==> src/rtl/transmission_estimation_pipe_if.sv <==
// ----------------------------------------------------------------------------
// transmission_estimation_pipe_if
// Streaming bundle for the transmission estimator: the input window stream
// (valid/ready, three 3x3 windows, sof/eof) and the output transmission stream
// (valid/ready, t_out, sof/eof).
//   master : the environment side (drives windows, consumes t_out)
//   slave  : the estimator side (accepts windows, produces t_out)
// ----------------------------------------------------------------------------
interface transmission_estimation_pipe_if #(
    parameter int DW    = 8,
    parameter int OUT_W = 12
);
    logic              in_valid;
    logic              in_ready;
    logic [9*DW-1:0]   win_r;
    logic [9*DW-1:0]   win_g;
    logic [9*DW-1:0]   win_b;
    logic              in_sof;
    logic              in_eof;
    logic              out_valid;
    logic              out_ready;
    logic [OUT_W-1:0]  t_out;
    logic              out_sof;
    logic              out_eof;

    modport master (
        output in_valid, win_r, win_g, win_b, in_sof, in_eof, out_ready,
        input  in_ready, out_valid, t_out, out_sof, out_eof
    );

    modport slave (
        input  in_valid, win_r, win_g, win_b, in_sof, in_eof, out_ready,
        output in_ready, out_valid, t_out, out_sof, out_eof
    );
endinterface

==> src/rtl/transmission_estimation_pipe.sv <==
// ----------------------------------------------------------------------------
// transmission_estimation_pipe
// Three-stage transmission estimator for the dehazing datapath.
//   t = ONE - min(min_c(P_sel,c) * invA_c >> SHIFT, ONE), clamped to >= T_MIN.
// Stage 1: per-channel 3x3 minimum filters (full, column, row) and edge class.
// Stage 2: filter choice (edge-adaptive or forced) and darkest-channel pick.
// Stage 3: multiply, shift, invert and clamp.
// Ports:
//   clk, rst        clock, asynchronous active-low reset
//   bus (slave)     window input stream and t_out output stream
//   mode            0 edge-adaptive, 1/2/3 force P0/P1/P2
//   inv_a_r/g/b     inverse atmospheric light, captured on each sof beat
//   frame_done      one-cycle pulse after the eof beat leaves the block
// ----------------------------------------------------------------------------
module transmission_estimation_pipe #(
    parameter int DW      = 8,
    parameter int INV_W   = 9,
    parameter int OUT_W   = 12,
    parameter int SHIFT   = 5,
    parameter int EDGE_TH = 32,
    parameter int T_MIN   = 409
) (
    input  logic                 clk,
    input  logic                 rst,
    transmission_estimation_pipe_if.slave bus,
    input  logic [1:0]           mode,
    input  logic [INV_W-1:0]     inv_a_r,
    input  logic [INV_W-1:0]     inv_a_g,
    input  logic [INV_W-1:0]     inv_a_b,
    output logic                 frame_done
);
    localparam int PW = DW + INV_W;
    // Arithmetic width wide enough for both the product and ONE.
    localparam int CW = (PW > OUT_W) ? PW : OUT_W;
    localparam logic [CW-1:0] ONE_C  = CW'((1 << OUT_W) - 1);
    localparam logic [CW-1:0] TMIN_C = CW'(T_MIN);
    localparam logic [DW-1:0] TH_C   = DW'(EDGE_TH);

    function automatic logic [DW-1:0] min2(input logic [DW-1:0] a, input logic [DW-1:0] b);
        return (a < b) ? a : b;
    endfunction

    function automatic logic [DW-1:0] absdiff(input logic [DW-1:0] a, input logic [DW-1:0] b);
        return (a > b) ? (a - b) : (b - a);
    endfunction

    // ------------------------------------------------------------------
    // Flow control: every stage moves together whenever the output slot
    // is empty or being drained.
    // ------------------------------------------------------------------
    logic en;
    logic acc;
    logic out_valid_q, out_valid_d;

    assign en           = !out_valid_q || bus.out_ready;
    assign bus.in_ready = en;
    assign acc          = bus.in_valid && en;

    // ------------------------------------------------------------------
    // Inverse atmospheric light: a sof beat uses the live inputs and
    // captures them for the rest of the frame.
    // ------------------------------------------------------------------
    logic [INV_W-1:0] inv_in     [3];
    logic [INV_W-1:0] inv_lat_q  [3];
    logic [INV_W-1:0] inv_lat_d  [3];
    logic [INV_W-1:0] inv_beat   [3];
    logic [9*DW-1:0]  win        [3];

    assign inv_in[0] = inv_a_r;
    assign inv_in[1] = inv_a_g;
    assign inv_in[2] = inv_a_b;
    assign win[0]    = bus.win_r;
    assign win[1]    = bus.win_g;
    assign win[2]    = bus.win_b;

    always_comb begin
        inv_lat_d = inv_lat_q;
        if (acc && bus.in_sof) begin
            inv_lat_d = inv_in;
        end
    end

    // ------------------------------------------------------------------
    // Stage 1 combinational: per-channel filters and edge class.
    // ------------------------------------------------------------------
    logic [DW-1:0] p0_c  [3];
    logic [DW-1:0] p1_c  [3];
    logic [DW-1:0] p2_c  [3];
    logic [1:0]    cls_c [3];

    genvar gi, gk;
    generate
        for (gi = 0; gi < 3; gi++) begin : g_ch
            logic [DW-1:0] e [9];
            logic [DW-1:0] gv;
            logic [DW-1:0] gh;

            for (gk = 0; gk < 9; gk++) begin : g_el
                assign e[gk] = win[gi][gk*DW +: DW];
            end

            assign inv_beat[gi] = bus.in_sof ? inv_in[gi] : inv_lat_q[gi];

            assign p0_c[gi] = min2(min2(min2(e[0], e[1]), min2(e[2], e[3])),
                                   min2(min2(e[4], e[5]), min2(min2(e[6], e[7]), e[8])));
            assign p1_c[gi] = min2(min2(e[1], e[4]), e[7]);
            assign p2_c[gi] = min2(min2(e[3], e[4]), e[5]);

            assign gv = absdiff(e[1], e[7]);
            assign gh = absdiff(e[3], e[5]);

            // 01 = vertical gradient dominates, 10 = horizontal dominates.
            always_comb begin
                if (gv <= TH_C && gh <= TH_C) begin
                    cls_c[gi] = 2'b00;
                end else if (gv >= gh) begin
                    cls_c[gi] = 2'b01;
                end else begin
                    cls_c[gi] = 2'b10;
                end
            end
        end
    endgenerate

    // Stage 1 registers
    logic             s1_valid_q, s1_valid_d;
    logic [DW-1:0]    s1_p0_q  [3], s1_p0_d  [3];
    logic [DW-1:0]    s1_p1_q  [3], s1_p1_d  [3];
    logic [DW-1:0]    s1_p2_q  [3], s1_p2_d  [3];
    logic [1:0]       s1_cls_q [3], s1_cls_d [3];
    logic [INV_W-1:0] s1_inv_q [3], s1_inv_d [3];
    logic [1:0]       s1_mode_q, s1_mode_d;
    logic             s1_sof_q, s1_sof_d;
    logic             s1_eof_q, s1_eof_d;

    always_comb begin
        s1_valid_d = s1_valid_q;
        s1_p0_d    = s1_p0_q;
        s1_p1_d    = s1_p1_q;
        s1_p2_d    = s1_p2_q;
        s1_cls_d   = s1_cls_q;
        s1_inv_d   = s1_inv_q;
        s1_mode_d  = s1_mode_q;
        s1_sof_d   = s1_sof_q;
        s1_eof_d   = s1_eof_q;
        if (en) begin
            s1_valid_d = bus.in_valid;
            s1_p0_d    = p0_c;
            s1_p1_d    = p1_c;
            s1_p2_d    = p2_c;
            s1_cls_d   = cls_c;
            s1_inv_d   = inv_beat;
            s1_mode_d  = mode;
            s1_sof_d   = bus.in_sof;
            s1_eof_d   = bus.in_eof;
        end
    end

    // ------------------------------------------------------------------
    // Stage 2 combinational: filter choice and darkest channel.
    // ------------------------------------------------------------------
    logic [1:0]       cls_or;
    logic [1:0]       filt;
    logic [DW-1:0]    psel_ch [3];
    logic [DW-1:0]    p_pick;
    logic [INV_W-1:0] inv_pick;

    assign cls_or = s1_cls_q[0] | s1_cls_q[1] | s1_cls_q[2];

    // filt: 0 = P0 (full), 1 = P1 (column), 2 = P2 (row).
    // A vertical gradient is smoothed along the row, a horizontal one
    // along the column; mixed or flat windows fall back to the full min.
    always_comb begin
        filt = 2'd0;
        if (s1_mode_q != 2'd0) begin
            filt = s1_mode_q - 2'd1;
        end else begin
            case (cls_or)
                2'b01:   filt = 2'd2;
                2'b10:   filt = 2'd1;
                default: filt = 2'd0;
            endcase
        end
    end

    generate
        for (gi = 0; gi < 3; gi++) begin : g_sel
            assign psel_ch[gi] = (filt == 2'd0) ? s1_p0_q[gi] :
                                 (filt == 2'd1) ? s1_p1_q[gi] : s1_p2_q[gi];
        end
    endgenerate

    // Non-strict compares so equal values resolve towards R, then G.
    always_comb begin
        p_pick   = psel_ch[2];
        inv_pick = s1_inv_q[2];
        if (psel_ch[0] <= psel_ch[1] && psel_ch[0] <= psel_ch[2]) begin
            p_pick   = psel_ch[0];
            inv_pick = s1_inv_q[0];
        end else if (psel_ch[1] <= psel_ch[2]) begin
            p_pick   = psel_ch[1];
            inv_pick = s1_inv_q[1];
        end
    end

    // Stage 2 registers
    logic             s2_valid_q, s2_valid_d;
    logic [DW-1:0]    s2_p_q, s2_p_d;
    logic [INV_W-1:0] s2_inv_q, s2_inv_d;
    logic             s2_sof_q, s2_sof_d;
    logic             s2_eof_q, s2_eof_d;

    always_comb begin
        s2_valid_d = s2_valid_q;
        s2_p_d     = s2_p_q;
        s2_inv_d   = s2_inv_q;
        s2_sof_d   = s2_sof_q;
        s2_eof_d   = s2_eof_q;
        if (en) begin
            s2_valid_d = s1_valid_q;
            s2_p_d     = p_pick;
            s2_inv_d   = inv_pick;
            s2_sof_d   = s1_sof_q;
            s2_eof_d   = s1_eof_q;
        end
    end

    // ------------------------------------------------------------------
    // Stage 3 combinational: product, shift, invert, clamp.
    // ------------------------------------------------------------------
    logic [PW-1:0] prod;
    logic [CW-1:0] sc;
    logic [CW-1:0] t_raw;
    logic [CW-1:0] t_clamp;

    assign prod    = PW'(s2_p_q) * PW'(s2_inv_q);
    assign sc      = CW'(prod >> SHIFT);
    assign t_raw   = ONE_C - ((sc > ONE_C) ? ONE_C : sc);
    assign t_clamp = (t_raw < TMIN_C) ? TMIN_C : t_raw;

    // Output registers
    logic [OUT_W-1:0] t_out_q, t_out_d;
    logic             out_sof_q, out_sof_d;
    logic             out_eof_q, out_eof_d;
    logic             frame_done_q, frame_done_d;

    always_comb begin
        out_valid_d = out_valid_q;
        t_out_d     = t_out_q;
        out_sof_d   = out_sof_q;
        out_eof_d   = out_eof_q;
        if (en) begin
            out_valid_d = s2_valid_q;
            t_out_d     = OUT_W'(t_clamp);
            out_sof_d   = s2_sof_q;
            out_eof_d   = s2_eof_q;
        end
        frame_done_d = out_valid_q && bus.out_ready && out_eof_q;
    end

    // ------------------------------------------------------------------
    // State registers
    // ------------------------------------------------------------------
    always_ff @(posedge clk or negedge rst) begin
        if (!rst) begin
            for (int i = 0; i < 3; i++) begin
                inv_lat_q[i] <= '0;
                s1_p0_q[i]   <= '0;
                s1_p1_q[i]   <= '0;
                s1_p2_q[i]   <= '0;
                s1_cls_q[i]  <= '0;
                s1_inv_q[i]  <= '0;
            end
            s1_valid_q   <= 1'b0;
            s1_mode_q    <= '0;
            s1_sof_q     <= 1'b0;
            s1_eof_q     <= 1'b0;
            s2_valid_q   <= 1'b0;
            s2_p_q       <= '0;
            s2_inv_q     <= '0;
            s2_sof_q     <= 1'b0;
            s2_eof_q     <= 1'b0;
            out_valid_q  <= 1'b0;
            t_out_q      <= '0;
            out_sof_q    <= 1'b0;
            out_eof_q    <= 1'b0;
            frame_done_q <= 1'b0;
        end else begin
            inv_lat_q    <= inv_lat_d;
            s1_valid_q   <= s1_valid_d;
            s1_p0_q      <= s1_p0_d;
            s1_p1_q      <= s1_p1_d;
            s1_p2_q      <= s1_p2_d;
            s1_cls_q     <= s1_cls_d;
            s1_inv_q     <= s1_inv_d;
            s1_mode_q    <= s1_mode_d;
            s1_sof_q     <= s1_sof_d;
            s1_eof_q     <= s1_eof_d;
            s2_valid_q   <= s2_valid_d;
            s2_p_q       <= s2_p_d;
            s2_inv_q     <= s2_inv_d;
            s2_sof_q     <= s2_sof_d;
            s2_eof_q     <= s2_eof_d;
            out_valid_q  <= out_valid_d;
            t_out_q      <= t_out_d;
            out_sof_q    <= out_sof_d;
            out_eof_q    <= out_eof_d;
            frame_done_q <= frame_done_d;
        end
    end

    assign bus.out_valid = out_valid_q;
    assign bus.t_out     = t_out_q;
    assign bus.out_sof   = out_sof_q;
    assign bus.out_eof   = out_eof_q;
    assign frame_done    = frame_done_q;

endmodule

==> src/flat_wrapper.sv <==
// flat-port wrapper written by rule: the top's interface ports become plain ports
module transmission_estimation_pipe_flat 
#(
    parameter int DW      = 8,
    parameter int INV_W   = 9,
    parameter int OUT_W   = 12,
    parameter int SHIFT   = 5,
    parameter int EDGE_TH = 32,
    parameter int T_MIN   = 409
)
  (clk, rst, mode, inv_a_r, inv_a_g, inv_a_b, frame_done, bus_in_valid, bus_win_r, bus_win_g, bus_win_b, bus_in_sof, bus_in_eof, bus_out_ready, bus_in_ready, bus_out_valid, bus_t_out, bus_out_sof, bus_out_eof);
  transmission_estimation_pipe_if #(.DW(DW), .OUT_W(OUT_W)) bus_i ();
  input  logic clk;
  input  logic rst;
  input  logic [1:0] mode;
  input  logic [INV_W-1:0] inv_a_r;
  input  logic [INV_W-1:0] inv_a_g;
  input  logic [INV_W-1:0] inv_a_b;
  output logic frame_done;
  input wire logic [$bits(bus_i.in_valid)-1:0] bus_in_valid;
  input wire logic [$bits(bus_i.win_r)-1:0] bus_win_r;
  input wire logic [$bits(bus_i.win_g)-1:0] bus_win_g;
  input wire logic [$bits(bus_i.win_b)-1:0] bus_win_b;
  input wire logic [$bits(bus_i.in_sof)-1:0] bus_in_sof;
  input wire logic [$bits(bus_i.in_eof)-1:0] bus_in_eof;
  input wire logic [$bits(bus_i.out_ready)-1:0] bus_out_ready;
  output wire logic [$bits(bus_i.in_ready)-1:0] bus_in_ready;
  output wire logic [$bits(bus_i.out_valid)-1:0] bus_out_valid;
  output wire logic [$bits(bus_i.t_out)-1:0] bus_t_out;
  output wire logic [$bits(bus_i.out_sof)-1:0] bus_out_sof;
  output wire logic [$bits(bus_i.out_eof)-1:0] bus_out_eof;
  assign bus_i.in_valid = bus_in_valid;
  assign bus_i.win_r = bus_win_r;
  assign bus_i.win_g = bus_win_g;
  assign bus_i.win_b = bus_win_b;
  assign bus_i.in_sof = bus_in_sof;
  assign bus_i.in_eof = bus_in_eof;
  assign bus_i.out_ready = bus_out_ready;
  assign bus_in_ready = bus_i.in_ready;
  assign bus_out_valid = bus_i.out_valid;
  assign bus_t_out = bus_i.t_out;
  assign bus_out_sof = bus_i.out_sof;
  assign bus_out_eof = bus_i.out_eof;
  transmission_estimation_pipe #(.DW(DW), .INV_W(INV_W), .OUT_W(OUT_W), .SHIFT(SHIFT), .EDGE_TH(EDGE_TH), .T_MIN(T_MIN)) u_core (.clk(clk), .rst(rst), .bus(bus_i), .mode(mode), .inv_a_r(inv_a_r), .inv_a_g(inv_a_g), .inv_a_b(inv_a_b), .frame_done(frame_done));
endmodule
==> config.mk <==
export PLATFORM = sky130hd
export DESIGN_NAME = transmission_estimation_pipe_flat
export DESIGN_NICKNAME = d
export VERILOG_FILES = /design/src/rtl/transmission_estimation_pipe_if.sv /design/src/rtl/transmission_estimation_pipe.sv /design/src/flat_wrapper.sv
export SDC_FILE = /design/constraint.sdc
export NUM_CORES = 1
export LEC_CHECK = 0
export BUFFER_PORTS_ARGS = -buffer_cell sky130_fd_sc_hd__buf_2
export CAP_MARGIN = 25
export CORE_ASPECT_RATIO = 0.75
export CORE_MARGIN = 2
export CORE_UTILIZATION = 35
export DETAILED_ROUTE_END_ITERATION = 6
export GPL_TIMING_DRIVEN = 0
export PLACE_DENSITY_LB_ADDON = 0.12
export SYNTH_ARGS = -nofsm -noshare
export SYNTH_HDL_FRONTEND = slang
export SYNTH_SLANG_ARGS = --single-unit
==> constraint.sdc <==
create_clock -name clk -period 6.2 [get_ports clk]
set_input_delay 1.86 -clock clk [delete_from_list [all_inputs] [get_ports clk]]
set_output_delay 1.86 -clock clk [all_outputs]
set_load 0.1 [all_outputs]
# == Word level (Yosys, flattened, before mapping) ==
# Cells that the tools add are included.
# classes
shift,0
n_bitwise,2
mux,65
magnitude_cmp,56
eq_ne,3
div,0
addsub,14
n_reduce_logical,12
multipliers,1
# op_table
cell,n
$mux 8,50
$lt 8x8->1,36
$sub 8x8->8,12
$gt 8x8->1,6
$le 8x6->1 const B,6
$mux 9,5
$ge 8x8->1,3
$le 8x8->1,3
$mux 12,2
$lt 17x9->1 const B,1
$mul 8x9->17,1
$mux 2,7
$sub 12x12->13 const A,1
$gt 12x12->1 const B,1
$logic_and 1x1->1,8
$eq 2x1->1 const B,2
$or 2x2->2,2
$pmux 2 s2,1
$eq 2x2->1 const B,1
$logic_not 2->1,1
$reduce_bool 2->1,1
$sub 2x1->2 const B,1
$logic_not 1->1,1
$logic_or 1x1->1,1
# totals
ramBits,0
n_memories,0
register_bits,173
mem_bits_ro,0
output_inout_bits,17
latchBits,0

# == Depth between registers and ports, before layout ==
# Gate-level depths: netlist (run 1).
# depth
depth_word,11
mapped_depth,31
ltp_nobuf,31

# == Worst setup path before layout (run 1) ==
# Ideal clock, no wire load.
# synth_timing
path_kind,input -> register
start,in bus_win_r[60]
end,reg u_core.s1_p0_q[21] (netlist name)
path_stages,30
slack_ps,-2319
path_buffers,0
t_arrival_ps,8378
required_time_ps,6059
setup_ps,141
cell_sequence,inv_1 ha_1 a211o_1 o211ai_1 o211ai_1 a21oi_1 mux2_2 ha_1 a211o_1 a21oi_1 nand2_1 o41ai_4 mux2i_1 ha_1 a211oi_1 nor2_1 nor3_1 inv_1 a211oi_1 a21boi_0 nor2_1 o21ai_0 ha_1 a21o_1 a21o_1 a211oi_1 nor2b_1 a31oi_1 o211ai_1 a31oi_1
# synth_via
elab_chain_len,8
# synth_lines
item,line,rtl
start: declaration,flat_wrapper.sv:21,input wire logic [$bits(bus_i.win_r)-1:0] bus_win_r;
$lt 8x8->1,transmission_estimation_pipe.sv:40,return (a < b) ? a : b;
$mux 8 *,transmission_estimation_pipe.sv:40,
$lt 8x8->1,transmission_estimation_pipe.sv:40,
$mux 8 *,transmission_estimation_pipe.sv:40,
$lt 8x8->1,transmission_estimation_pipe.sv:40,
$mux 8 *,transmission_estimation_pipe.sv:40,
$lt 8x8->1,transmission_estimation_pipe.sv:40,
$mux 8 *,transmission_estimation_pipe.sv:40,
end signal: assignment,transmission_estimation_pipe.sv:291,s1_p0_q <= s1_p0_d;
end: declaration,transmission_estimation_pipe.sv:127,"logic [DW-1:0] s1_p0_q [3], s1_p0_d [3];"
# Every way passes the cells marked *; elsewhere a longest branch is shown, timed or not.
# A chain may end at the register's enable or synchronous reset.

# == Worst setup path after layout (run 1) ==
# layout_timing
start,in bus_win_b[60]
end,reg u_core.s1_p0_q[7] (netlist name)
# layout_via
elab_chain_len,8
# layout_lines
item,line,rtl
start: declaration,flat_wrapper.sv:23,input wire logic [$bits(bus_i.win_b)-1:0] bus_win_b;
$lt 8x8->1,transmission_estimation_pipe.sv:40,
$mux 8 *,transmission_estimation_pipe.sv:40,
$lt 8x8->1,transmission_estimation_pipe.sv:40,
$mux 8 *,transmission_estimation_pipe.sv:40,
$lt 8x8->1,transmission_estimation_pipe.sv:40,
$mux 8 *,transmission_estimation_pipe.sv:40,
$lt 8x8->1,transmission_estimation_pipe.sv:40,
$mux 8 *,transmission_estimation_pipe.sv:40,
# Marked as above.

==> results of run 1 <==
-- area by class of cell --
type                       count  area share (%)
clock inverter                13           0.358
timing repair buffer         352            7.50
inverter                     308            4.14
clock buffer                  19            1.51
sequential                   173            14.8
tap                          892            3.80
antenna                        3          0.0256
multi-input combinational   2296            66.8
buffer                        73            1.06
-- sequential cells by signal, indices dropped and copies added (netlist names) --
name and cells:
u_core.bus.out_eof 1, u_core.bus.out_sof 1, u_core.bus.out_valid 1, u_core.bus.t_out 12, u_core.frame_done 1, u_core.inv_lat_q 27
u_core.s1_cls_q 6, u_core.s1_eof_q 1, u_core.s1_inv_q 27, u_core.s1_mode_q 2, u_core.s1_p0_q 24, u_core.s1_p1_q 24
u_core.s1_p2_q 24, u_core.s1_sof_q 1, u_core.s1_valid_q 1, u_core.s2_eof_q 1, u_core.s2_inv_q 9, u_core.s2_p_q 8
u_core.s2_sof_q 1, u_core.s2_valid_q 1
-- placed cells by master, fill, tap and decap left out, types with 61 or more instances in the layout --
master      n
ha_1      390
inv_1     290
buf_2     248
nand2_1   247
mux2i_1   207
o21ai_0   188
dfrtp_1   173
a21oi_1   134
nor2_1    117
a21o_1     78
and2_1     78
buf_4      74
clkbuf_1   64
nand3_1    61
-- tightest hold or removal path, cell delays in order, from the launching register on --
cell	delay, ns
dfrtp_1	0.34
nand2_1	0.05
nand2_1	0.05
-- final timing paths --
| check | slack (ns) | depth (start not counted) | endpoint | from |
|---|---|---|---|---|
| setup / recovery | -1.68 | 34 | u_core.s1_p0_q[7]$_DFFE_PN0N_ | bus_win_b[60] |
| hold / removal | 0.46 | 2 | u_core.s2_valid_q$_DFFE_PN0N_ | u_core.s2_valid_q$_DFFE_PN0N_ |
| setup reg to reg | 0.52 | 19 | u_core.bus.t_out[6]$_DFFE_PN0N_ | u_core.s2_p_q[7]$_DFFE_PN0N_ |
| hold reg to reg | 0.46 | 2 | u_core.s2_valid_q$_DFFE_PN0N_ | u_core.s2_valid_q$_DFFE_PN0N_ |
| max in group asynchronous | 3.87 | 2 | u_core.s1_p2_q[16]$_DFFE_PN0N_ | rst |
| min in group asynchronous | 1.46 | 1 | u_core.inv_lat_q[4]$_DFFE_PN0P_ | rst |
-- power by group through the flow --
| stage | clock network (W) | logic, W | registers (W) |
|---|---|---|---|
| 2_1_floorplan | 0 | 0.00738 | 0.00222 |
| 3_3_place_gp | 0 | 0.00992 | 0.00205 |
| 3_5_place_dp | 0 | 0.0101 | 0.00206 |
| 4_1_cts | 0.00106 | 0.0106 | 0.00204 |
| 5_1_grt | 0.00111 | 0.0121 | 0.00211 |
| 6_report | 0.00103 | 0.0108 | 0.00205 |
-- timing repair --
action,CTS,global route
resized for setup,166,63
endpoints found under the setup margin,24,47
pin swaps,75,50
hold buffers,0,0
setup buffers,67,18
-- per-layer routing --
metal	up-vias	GRT usage, %	share of wire (%)
li1	11000	-	-
met3	74	2.10	3.8
met2	530	40.4	46
met5	-	0	0.033
met1	11400	35.3	49
met4	4	3.71	1.4
-- kinds of logic (layout without fill, tap and decap cells) --
group / Yosys count / in the layout / synth area share (%)
muxes: 293 / 293 / 12.5
AOI/OAI and AO/OA: 779 / 779 / 21.4
other: 0 / 3 / 0
DFF: 173 / 173 / 18.0
adders and majority gates: 477 / 477 / 26.4
xor gates and xnor gates: 53 / 53 / 1.93
buffers and inverters: 381 / 765 / 6.00
and+or+nand+nor: 694 / 694 / 13.8
-- per-stage QoR --
stage / total power, W / util, % / instance area (µm²)
after global placement: 0.0120 / 39.5 / 27000
final: 0.0139 / 43.0 / 29300
after detailed placement: 0.0121 / 39.6 / 27000
after global routing: 0.0153 / 43.0 / 29300
after CTS: 0.0137 / 42.4 / 28900
after floorplan: 0.00960 / - / 24500
==> impl_summary.log, run 1 <==
INFO  metric status = finished with violations
INFO  metric violations_in_the_final_reports = negative setup slack
INFO  metric routed_wirelength = 88600 µm
INFO  metric class_of_the_tightest_hold_or_removal_check = register to register
INFO  metric kind_of_critical_path = primary input to register
INFO  metric synth_top_cell_by_area = ha_1
INFO  metric numClockSinks = approximately 170
INFO  metric switching_power = around 0.0072 W
INFO  metric flow.area_growth_from_synthesis = 21.8%
INFO  metric synth_top_area_share = about 22%
INFO  metric cellPowerDensity = 472 nW/µm²
INFO  metric detail_route.first_pass.iterations = 6
INFO  metric grt_antenna_before_repair = 6
INFO  metric data_required_time_of_the_critical_path = 6.56 ns
INFO  metric proportion_of_synthesized_flip_flops_having_asynchronous_set_or_reset = 100%
INFO  metric post_route_drc_violation_count = 0
INFO  metric layout-drive-gt1-share = slightly above 20%
INFO  metric detailroute.via_count = ~23000
INFO  metric synth.avg_cell_area = between 8 and 9 µm²
INFO  metric rows = 83
INFO  metric ir_drop = between 0.0007 and 0.0008 V
INFO  metric gp_congestion = about 0.94
INFO  metric place.detailed.hpwl = between 70000 and 80000 µm
INFO  metric largest_cells_by_area_after_synthesis = ha_1 (22%), dfrtp_1 (18%), mux2i_1 (9.4%)
INFO  metric synth.top_cells.by_count = ha_1 (424), inv_1 (307), nand2_1 (254)
INFO  metric worst_path_max_delay_cell = a221o_2
INFO  metric cts.htree.levels = 4
INFO  metric arrival_time_at_the_worst_endpoint = around 8.2 ns
INFO  metric clock_tree.buffer_depth = 2
INFO  metric sequential_share_of_power = 14.8%
INFO  metric dp_slack = -2.81 ns
INFO  metric p_leak = ~14 nW
INFO  metric syn_nets = about 3600
INFO  metric floorplan.initialDensity = 35.3%
INFO  metric worst-path-max-fanout = 8
INFO  metric fin_crit = 7.88 ns
INFO  metric holdWs = between 0.4 and 0.5 ns
INFO  metric drv_cap = 0
INFO  metric first_global_vias = 23400
INFO  metric clk-insertion-delay-late = approximately 0.44 ns
INFO  metric area_of_the_die = approximately 71000 µm²
INFO  metric setup_violations = 24
INFO  metric overflow = 0
INFO  metric root_buffer = clkbuf_16
INFO  metric synth_enable_flop_cells = 0
INFO  metric multi_input_comb_area = around 20000 µm²
INFO  metric final_net_count = between 3000 and 4000
INFO  metric port_buffers = about 270
INFO  metric groute.usage.overall = between 20% and 30%
INFO  metric synth.lib_cells_used.distinct = just under 80
INFO  metric ant_nets = 0
INFO  metric die_x = a little over 300 µm
INFO  metric internal_power = between 0.006 and 0.007 W
INFO  metric cts_inserted_buffers = 17
INFO  metric synth.yosys.seq_area_share = between 15 and 20%
INFO  metric crit_family = compound AO/OA/AOI/OAI gates
INFO  metric fin_ws = -1.68 ns
INFO  metric clk_transition_reported_paths = about 0.07 ns
INFO  metric synth_cells = between 2000 and 3000
INFO  metric fin_skew = roughly 0.012 ns
INFO  metric drt-initial-drc-count = about 1600
INFO  metric finalCritPeriodShare = 127%
INFO  metric p_clk_share = roughly 7.4%
INFO  metric netSwitchingFraction = 52.2%
INFO  metric post_drt_via_cell_ratio = around 5.6
INFO  metric finalSetupTns = -37.55 ns
INFO  metric grt_start_max_net_pins = a little over 100
INFO  metric fmaxAchievable = between 0.1 and 0.15 GHz
INFO  metric ys.flop_type = dfrtp_1
INFO  metric critPathMaxStageDelay = 0.44 ns
INFO  metric max-slew-margin-rel = a little over a fifth
INFO  metric critical_path.n_buffers_inverters = 4
INFO  metric synth.yosys.warnings = 0
INFO  metric placed_cells_incl_taps = ~4000
INFO  metric netlist_area = approximately 24000 µm²
INFO  metric endpoint_kind = register
INFO  metric placeableCoreArea = about 70000 µm²
INFO  metric tritoncts = done
INFO  metric timing_hold_violations_final = 0
INFO  metric slew_violations = 0
INFO  metric final-instance-count-excl-fill = about 4100
INFO  metric setup_repair_after_global_routing_missed_its_margin = yes
INFO  metric register_area = ~4300 µm²
INFO  metric cp-start-kind = primary input
INFO  metric floorplan.io_pins = approximately 270
INFO  metric synth.ff_latch_count = between 150 and 200
INFO  metric combinationalPowerShare = between 70 and 80%
INFO  metric fp.dieH = ~230 µm
INFO  metric tightestPinTransition = about 1.2 ns
INFO  metric post-synth-top-count-cell = ha_1
INFO  metric nFillCells = slightly below 7000
INFO  metric drt-wirelength-per-cell = roughly 21 µm
INFO  metric global_route_wire_length_before_repair = around 140000 µm
Note: power is estimated with default switching activity, not from simulation.
==> run 2: changes to the inputs <==
CORE_MARGIN = 5   (was 2)
==> run 2 against run 1 <==
Die area grew 4.6%. Clock skew grew 0.0067 ns. Largest power group unchanged. Non-clock buffer count grew 19. The run still ends with negative setup slack left. Sequential power is essentially flat. Sequential share of layout area shrank 0.24 points. Worst hold slack lost 0.0021 ns. Cell area grew 1.6%. First-iteration DRC count shrank 8.2%. Core utilization grew 0.63 points.
==> impl_summary.log, run 2 (synthesized netlist as in run 1, its figures left out) <==
INFO  metric placed_cells_incl_taps = 4010 (unchanged)
INFO  metric fmaxAchievable = 0.126 GHz (-0.81%)
INFO  metric leading_cell_type_in_the_layout_fill_and_taps_excluded = ha_1
INFO  metric finalCritPeriodShare = 128% (+1.0 points)
INFO  metric floorplan.io_pins = 268 (unchanged)
INFO  metric setup_violations = 24 (unchanged)
INFO  metric drt-wirelength-per-cell = 21.5 µm (about the same)
INFO  metric cts_inserted_buffers = 17 (unchanged)
INFO  metric detail_route.first_pass.iterations = 7 (+1)
INFO  metric endpoint_kind = register
INFO  metric critPathMaxStageDelay = 0.35 ns (-0.09 ns)
INFO  metric die_x = 313 µm (+2.0%)
INFO  metric global_route_wire_length_before_repair = 137000 µm (+0.81%)
INFO  metric floorplan.initialDensity = 35.2% (-0.054 points)
INFO  metric fin_skew = 0.0184 ns (+0.00674 ns)
INFO  metric kind_of_critical_path = primary input to register
INFO  metric layout-drive-gt1-share = 21.5% (+1.4 points)
INFO  metric postPlaceCellArea = 27000 µm² (unchanged)
INFO  metric cts.htree.levels = 4 (unchanged)
INFO  metric finished_cell_area = 29800 µm² (+1.6%)
INFO  metric antenna_cells = 0 (-3)
INFO  metric ant_nets = 0 (unchanged)
INFO  metric rows = 83 (unchanged)
INFO  metric area_of_the_die = 74200 µm² (+4.6%)
INFO  metric class_of_the_tightest_hold_or_removal_check = register to register
INFO  metric final_net_count = 3968 (+0.48%)
INFO  metric fin_crit = 7.95 ns (+0.0641 ns)
INFO  metric worst_path_max_delay_cell = mux2i_4
INFO  metric final-instance-count-excl-fill = 4145 (+0.39%)
INFO  metric total_power = 0.0141 W (+1.7%)
INFO  metric fin_util = 43.6% (+0.63 points)
INFO  metric status = finished with violations
INFO  metric flow.area_growth_from_synthesis = 23.8%
INFO  metric timing_hold_violations_final = 0 (unchanged)
INFO  metric most-common-layout-cells = ha_1 (387), inv_1 (289), buf_2 (247)
INFO  metric placeableCoreArea = 68300 µm² (+0.15%)
INFO  metric port_buffers = 267 (unchanged)
INFO  metric drt-initial-drc-count = 1514 (-8.2%)
INFO  metric numClockSinks = 173 (unchanged)
INFO  metric max-slew-margin-rel = 23.4% (+1.4 points)
INFO  metric grt_start_max_net_pins = 105 (+2.9%)
INFO  metric root_buffer = clkbuf_16
INFO  metric first_global_vias = 23500 (+0.47%)
INFO  metric groute.usage.overall = 23.2% (-1.3 points)
INFO  metric cellPowerDensity = 473 nW/µm² (about the same)
INFO  metric tritoncts = done
INFO  metric dp_slack = -2.77 ns (+0.0316 ns)
INFO  metric min_path_cells = 1 (-1)
INFO  metric clk_transition_reported_paths = 0.08 ns (about the same)
INFO  metric ir_drop = 0.000852 V (+13%)
INFO  metric arrival_time_at_the_worst_endpoint = 8.28 ns (+0.04 ns)
INFO  metric slew_violations = 0 (unchanged)
INFO  metric detailroute.via_count = 23000 (-0.25%)
INFO  metric routed_wirelength = 89000 µm (+0.43%)
INFO  metric ff2ff_path_depth = 17 (-2)
INFO  metric tightestPinTransition = 1.15 ns (-0.0213 ns)
INFO  metric data_required_time_of_the_critical_path = 6.53 ns (-0.03 ns)
INFO  metric fin_ws = -1.75 ns (-0.0641 ns)
INFO  metric cts_hold_buffers = 0 (unchanged)
INFO  metric worst-path-max-fanout = 7 (-1)
INFO  metric grt_antenna_before_repair = 4 (-2)
INFO  metric clk-insertion-delay-late = 0.46 ns (+0.02 ns)
INFO  metric place.detailed.hpwl = 74200 µm (+0.85%)
INFO  metric p_leak = 14.6 nW (+1.2%)
INFO  metric cp-start-kind = primary input
INFO  metric gp_congestion = 0.952 (+0.78%)
INFO  metric fp.dieH = 237 µm (+2.6%)
INFO  metric post_route_drc_violation_count = 0 (unchanged)
INFO  metric setup_repair_after_global_routing_missed_its_margin = yes
INFO  metric clock_tree.buffer_depth = 2 (unchanged)
INFO  metric post_drt_via_cell_ratio = 5.55 (-0.64%)
INFO  metric violations_in_the_final_reports = negative setup slack
INFO  metric nFillCells = 6809 (+0.62%)
INFO  metric overflow = 0 (unchanged)
INFO  metric drv_cap = 0 (unchanged)
INFO  metric biggestRegsByFlops = u_core.inv_lat_q x27, u_core.s1_inv_q x27
run 2: cell count changes in the layout (fill, tap and decap cells not counted), moves of 4 or more:
cell     before  now
buf_4        74   93
o21ai_1      19   13
ha_2          6    2
inv_8         1    8
ha_4         28   35
nor2_1      117  111
nor2_2        4    8
inv_6         6    2
run 2: what timing repair did:
action / 4_1_cts / 5_1_grt
cloned: 0 / 0
setup buffers: 66 / 37
setup endpoints to repair: 24 / 38
gates resized for setup: 186 / 88
pin swaps: 79 / 85
run 2: report_power, final:
group          internal, W  switching, W  leakage (nW)  total [W]
Combinational      0.00457       0.00635          12.3     0.0109
Sequential         0.00163      0.000411          2.05    0.00204
Clock             0.000585      0.000547         0.300    0.00113
run 2: path summary, 6_finish.rpt:
kind	from	to	slack, ns
setup / recovery	bus_win_g[60]	u_core.s1_p0_q[11]$_DFFE_PN0N_	-1.75
hold / removal	u_core.s2_valid_q$_DFFE_PN0N_	u_core.bus.out_valid$_DFFE_PN0N_	0.46
setup reg to reg	u_core.s2_p_q[7]$_DFFE_PN0N_	u_core.bus.t_out[2]$_DFFE_PN0N_	0.57
hold reg to reg	u_core.s2_valid_q$_DFFE_PN0N_	u_core.bus.out_valid$_DFFE_PN0N_	0.46
max in group asynchronous	rst	u_core.s1_p0_q[6]$_DFFE_PN0N_	3.88
min in group asynchronous	rst	u_core.inv_lat_q[4]$_DFFE_PN0P_	1.45
run 2: metal layers:
layer	GRT usage [%]	up-vias	share of wire [%]	wire [µm]
li1	-	11100	-	-
met4	4.04	8	1.9	1730
met3	2.89	113	4.5	4010
met5	0	-	0.049	44
met2	38.3	556	45	40500
met1	33.1	11300	48	42800
run 2: metrics by stage:
step	TNS, ns	hold slack (ns)
2_1_floorplan	-31.77	0.430
3_3_place_gp	-62.17	0.445
3_5_place_dp	-65.08	0.446
4_1_cts	-37.14	0.464
5_1_grt	-45.48	0.501
6_report	-39.12	0.460
run 2: layout make-up:
cell class,instances,area (µm²),area share (%)
clock inverter,15,191,0.642
buffer,72,307,1.03
clock buffer,17,425,1.43
sequential,173,4330,14.5
tap,892,1120,3.74
multi-input combinational,2296,19900,66.6
timing repair buffer,372,2360,7.92
inverter,308,1220,4.09
run 2: critical path, delay by kind of cell:
kind                     cells  cell delay (ns)
AND/OR/NAND/NOR              5             0.62
adder cells (fa/ha/maj)      4             0.95
buffers and inverters        6             0.84
multiplexers                 3             0.88
AO/OA/AOI/OAI               15             3.09
